## config.mk

```make
export PLATFORM = sky130hd
export DESIGN_NAME = drv_deadtime
export DESIGN_NICKNAME = d
export VERILOG_FILES = /design/src/rtl/drv_pkg.sv /design/src/rtl/drv_deadtime.sv
export SDC_FILE = /design/constraint.sdc
export NUM_CORES = 1
export LEC_CHECK = 0
export ABC_AREA = 0
export CORE_MARGIN = 2
export CORE_UTILIZATION = 29
export CTS_CLUSTER_DIAMETER = 50
export DETAILED_ROUTE_END_ITERATION = 8
export MAX_ROUTING_LAYER = met4
export PLACE_DENSITY = 0.6
export SYNTH_ARGS = -nofsm -noshare
export SYNTH_HDL_FRONTEND = slang
export SYNTH_SLANG_ARGS = --single-unit
```

## constraint.sdc

```tcl
create_clock -name clk -period 1.9 [get_ports clk]
set_input_delay 0.38 -clock clk [delete_from_list [all_inputs] [get_ports clk]]
set_output_delay 0.38 -clock clk [all_outputs]
set_load 0.02 [all_outputs]
```

## src/rtl/drv_pkg.sv

```systemverilog
// Shared types and drive codes for the half-bridge dead-time stage.
package drv_pkg;

    typedef enum logic [1:0] {
        IDLE  = 2'd0,
        HI_ON = 2'd1,
        LO_ON = 2'd2,
        FAULT = 2'd3
    } drv_state_t;

    localparam logic [1:0] DRV_HI  = 2'b01;
    localparam logic [1:0] DRV_LO  = 2'b10;
    localparam logic [1:0] DRV_OFF = 2'b00;

endpackage

```

## src/rtl/drv_deadtime.sv

```systemverilog
// Half-bridge dead-time inserter with overlap rejection and fault shutdown.
// Fault handling is built only when DRV_DEADTIME_FAULT_EN is defined.
module drv_deadtime
    import drv_pkg::*;
#(
    parameter int DT_BITS  = 8,
    parameter int OVL_BITS = 8
) (
    input  logic                clk,
    input  logic                rst_n,
    input  logic [1:0]          drv_in,
    input  logic                en,
    input  logic [DT_BITS-1:0]  dead_ticks,
    input  logic                fault_in,
    input  logic                fault_clr,
    output logic [1:0]          drv_out,
    output logic                fault,
    output logic                ovl_pulse,
    output logic [OVL_BITS-1:0] ovl_cnt
);

    localparam logic [DT_BITS-1:0]  CNT_MAX = '1;
    localparam logic [OVL_BITS-1:0] OVL_MAX = '1;

    drv_state_t         state;
    drv_state_t         nxt;
    logic [DT_BITS-1:0] cnt;
    logic [DT_BITS-1:0] cnt_nxt;
    logic [1:0]         drv_nxt;
    logic               flt;
    logic               ovl;

`ifdef DRV_DEADTIME_FAULT_EN
    assign flt = fault_in;
`else
    logic unused_fault;
    assign unused_fault = fault_in ^ fault_clr;
    assign flt = 1'b0;
`endif

    // A fault outranks an overlap request, and FAULT ignores drv_in.
    assign ovl = (drv_in == 2'b11) && !flt && (state != FAULT);

    always_comb begin
        nxt     = state;
        cnt_nxt = (cnt == CNT_MAX) ? cnt : cnt + 1'b1;
        if (flt) begin
            nxt = FAULT;
        end else begin
            unique case (state)
                IDLE: begin
                    if (!ovl && en && cnt >= dead_ticks) begin
                        if (drv_in == DRV_HI)
                            nxt = HI_ON;
                        else if (drv_in == DRV_LO)
                            nxt = LO_ON;
                    end
                end
                HI_ON: begin
                    if (drv_in != DRV_HI || !en)
                        nxt = IDLE;
                end
                LO_ON: begin
                    if (drv_in != DRV_LO || !en)
                        nxt = IDLE;
                end
`ifdef DRV_DEADTIME_FAULT_EN
                FAULT: begin
                    if (fault_clr)
                        nxt = IDLE;
                end
`endif
                default: nxt = IDLE;
            endcase
        end
        // Every entry into IDLE restarts the dead-time count.
        if (nxt == FAULT || (nxt == IDLE && state != IDLE))
            cnt_nxt = '0;
    end

    always_comb begin
        drv_nxt = DRV_OFF;
        unique case (nxt)
            HI_ON:   drv_nxt = DRV_HI;
            LO_ON:   drv_nxt = DRV_LO;
            default: drv_nxt = DRV_OFF;
        endcase
    end

    always_ff @(posedge clk or negedge rst_n) begin
        if (!rst_n) begin
            state     <= IDLE;
            cnt       <= '0;
            drv_out   <= DRV_OFF;
            ovl_pulse <= 1'b0;
            ovl_cnt   <= '0;
        end else begin
            state     <= nxt;
            cnt       <= cnt_nxt;
            drv_out   <= drv_nxt;
            ovl_pulse <= ovl;
            if (ovl && ovl_cnt != OVL_MAX)
                ovl_cnt <= ovl_cnt + 1'b1;
        end
    end

`ifdef DRV_DEADTIME_FAULT_EN
    always_ff @(posedge clk or negedge rst_n) begin
        if (!rst_n)
            fault <= 1'b0;
        else
            fault <= (nxt == FAULT);
    end
`else
    assign fault = 1'b0;
`endif

endmodule
```

==> results of run 1 <==
metrics by stage:
step,setup WS (ns),instance area (um2)
after floorplan,0.344,1250
after global routing,0.0326,1620
after global placement,-0.162,1570
final,0.0943,1620
after detailed placement,-0.170,1570
after CTS,0.106,1620
routing by layer:
| layer | wire length [um] | up-vias | share of wire, % |
|---|---|---|---|
| met4 | 0 | 0 | 0 |
| met2 | 1170 | 20 | 48 |
| met1 | 1170 | 460 | 48 |
| met3 | 117 | 0 | 4.8 |
| li1 | - | 493 | - |
| met5 | 0 | - | 0 |
Yosys cell counts (2+ instances only):
library cell / number
inv_1: 10
nand3_1: 3
and3_1: 6
dfrtp_1: 21
nor2b_1: 2
and3_4: 2
nor2_1: 10
a21o_1: 2
nor3_1: 4
nor3b_1: 2
nand4_1: 2
nand2_1: 6
mux2_1: 2
a21oi_1: 6
nand3_2: 2
a31oi_1: 4
nor3_2: 3
buf_4: 2
xnor2_1: 2
xor2_1: 2
nand2b_1: 3
ha_1: 10
final cells by class:
type / count / area [um2] / share of cell area, %
repair buffers: 28 / 268 / 16.6
multi-input cells: 88 / 672 / 41.6
clock inverters: 1 / 5.00 / 0.310
clock buffers: 3 / 41.3 / 2.56
inverters: 11 / 41.3 / 2.56
well taps: 50 / 62.6 / 3.87
flip-flops and latches: 21 / 526 / 32.5
worst reg2reg max path, delay by kind of cell, from the launching register on:
kind	cells	cell delay, ns
adders and majority gates	1	0.26
DFF	1	0.44
AOI/OAI and AO/OA	2	0.50
buffers and inverters	1	0.07
and+or+nand+nor	2	0.36
path summary, 6_finish.rpt:
| kind | from | endpoint | cells past startpoint |
|---|---|---|---|
| max reg2reg | cnt[0]$_DFFE_PN0P_ | drv_out[0]$_DFF_PN0_ | 6 |
| max | dead_ticks[3] | drv_out[0]$_DFF_PN0_ | 7 |
| min reg2reg | ovl_cnt[4]$_DFFE_PN0P_ | ovl_cnt[4]$_DFFE_PN0P_ | 1 |
| min | rst_n | ovl_cnt[0]$_DFFE_PN0P_ | 2 |
| min in group clk | ovl_cnt[4]$_DFFE_PN0P_ | ovl_cnt[4]$_DFFE_PN0P_ | 1 |
| max in group asynchronous | rst_n | cnt[4]$_DFFE_PN0P_ | 2 |
cells by family after synthesis:
logic type / count (synthesis)
AOI/OAI and AO/OA: 20
DFF: 21
xor gates and xnor gates: 4
and+or+nand+nor: 49
adders and majority gates: 10
muxes: 4
buffers and inverters: 13
other: 1
sequential cells by signal, indices dropped and copies added, names as in the netlist:
register,cells
state,2
cnt,8
drv_out,2
ovl_cnt,8
ovl_pulse,1
where the power goes:
group | internal, mW | switching, mW
Combinational | 0.453 | 0.443
Sequential | 0.611 | 0.206
Clock | 0.146 | 0.153
Total | 1.21 | 0.801
==> run metrics, run 1 <==
GP Congestion 0.786; Synth area leader dfrtp_1; met2 GRT Util 17.7%; outcome finished clean; clock skew 0.00508 ns; fin. max-slew vios 0; final hold viol count 0; Seq/Total Area, Yosys 41.9%; TritonCTS buffer count 3; arrival time at the worst endpoint 1.99 ns; largest net degree at the start of global routing 22; Syn Inst Count 122; initial antenna violation count 0; CP Launch Type input pin; CP peak stage delay 0.55 ns; register-to-register setup slack 0.15 ns; Die Height 69.8 um; global-route track usage on met3 3.34%; main combinational cell family by area after synthesis simple AND/OR/NAND/NOR gates; chip width 69.8 um; crit path kind in -> reg; most common cell after layout, fill and taps aside clkdlybuf4s50_1; nets 178; critical path fanouts, max 4; Overflow after GRT 0; Core ar. 0.00409 mm2; TritonCTS Sinks 21; Max VDD drop 0.000455 V; io pins 27; Yosys top cell area share 41.9%; fin cells 202; worst hold path type in -> async; vias per cell 4.82; Routed WL 2460 um; max-cap viol count 0; Power Density 1240 mW/mm2; maximum clock rate 554 MHz; first-pass GRT wire length 4290 um; top post-synthesis cells by area dfrtp_1 42%, ha_1 10%, and3_1 3.0%; Setup Total Neg Slack 0 ns; static leakage 0.747 nW; Post-Syn Area 0.00125 mm2; Buf/Inv on CP 2; Pre-Repair DR Iteration Count 4; row cnt 23; Post-Synth Simple-Gate Area 24.9%; min cycle time layout 1.81 ns; CP delay by family, top simple AND/OR/NAND/NOR gates; DRT antenna net count 0; routing usage on met1 14.2%; Die ar. 0.00487 mm2; CTS resizes 0; number of port buffers 23; most frequent cells in the layout 23 x clkdlybuf4s50_1, 21 x dfrtp_1, 10 x inv_1, 10 x nor2_1, 10 x ha_1; RSZ-0062 raised after global routing false; Layout Utilization 39.5%; CTS max path bufs 2; # setup viols final 0; Slowest cell on crit path or4_4; Fill cells 426; Compound-Gate Fraction of Synth Area 11.9%; Synth Area in XOR/XNOR 2.79%; worst hold margin 0.463 ns; clock slew at reported path FFs 0.08 ns; HPWL Detailed 1890 um; Synth Flop Type dfrtp_1; DRC 0; FF+latch count, synth 21; setup bufs post-CTS 0; Cell Chain, Critical Path clkdlybuf4s50_1, inv_1, ha_1, o21a_1, nor2_1, or4_4, a21oi_1; crit end category flip-flop; WL per Instance 12.2 um; mux contribution to synthesized area 3.79%; global routing's busiest layer met2; Worst EP required 2.09 ns; library cells used by synthesis 38; Synth warnings 0; clock latency on the worst-skew pair 0.26 ns; via count of the routed design 973; Cells after DPL 198; fin crit share 95.0%; vias in the first global route 952; Async SR Flop Fraction 100%; detailed router's first-iteration violation count 43; syn_nets 147; Avg Cell Area, Syn 10.3 um2; Area Growth Syn to Fin 28.8%; Initial Utilization 30.7%; Total Power 2.01 mW; layout cell share with drive strength beyond 1 15.8%; ANT cells 0; Post-CTS Hold Fix Bufs 0; Total GRT Usage 10.9%; # H-tree levels 1; TritonCTS clock tree yes; CTS root buf clkbuf_8; post-synthesis adder-cell area fraction 9.98%; number of enable flip-flop cells after synthesis 0
Power figures use the tool's default switching activity.
==> run 2: changes to the inputs <==
CTS_CLUSTER_DIAMETER = 30   (was 50)
==> results of run 2 <==
The final DEF is identical to that of run 1; final timing and power are the same.
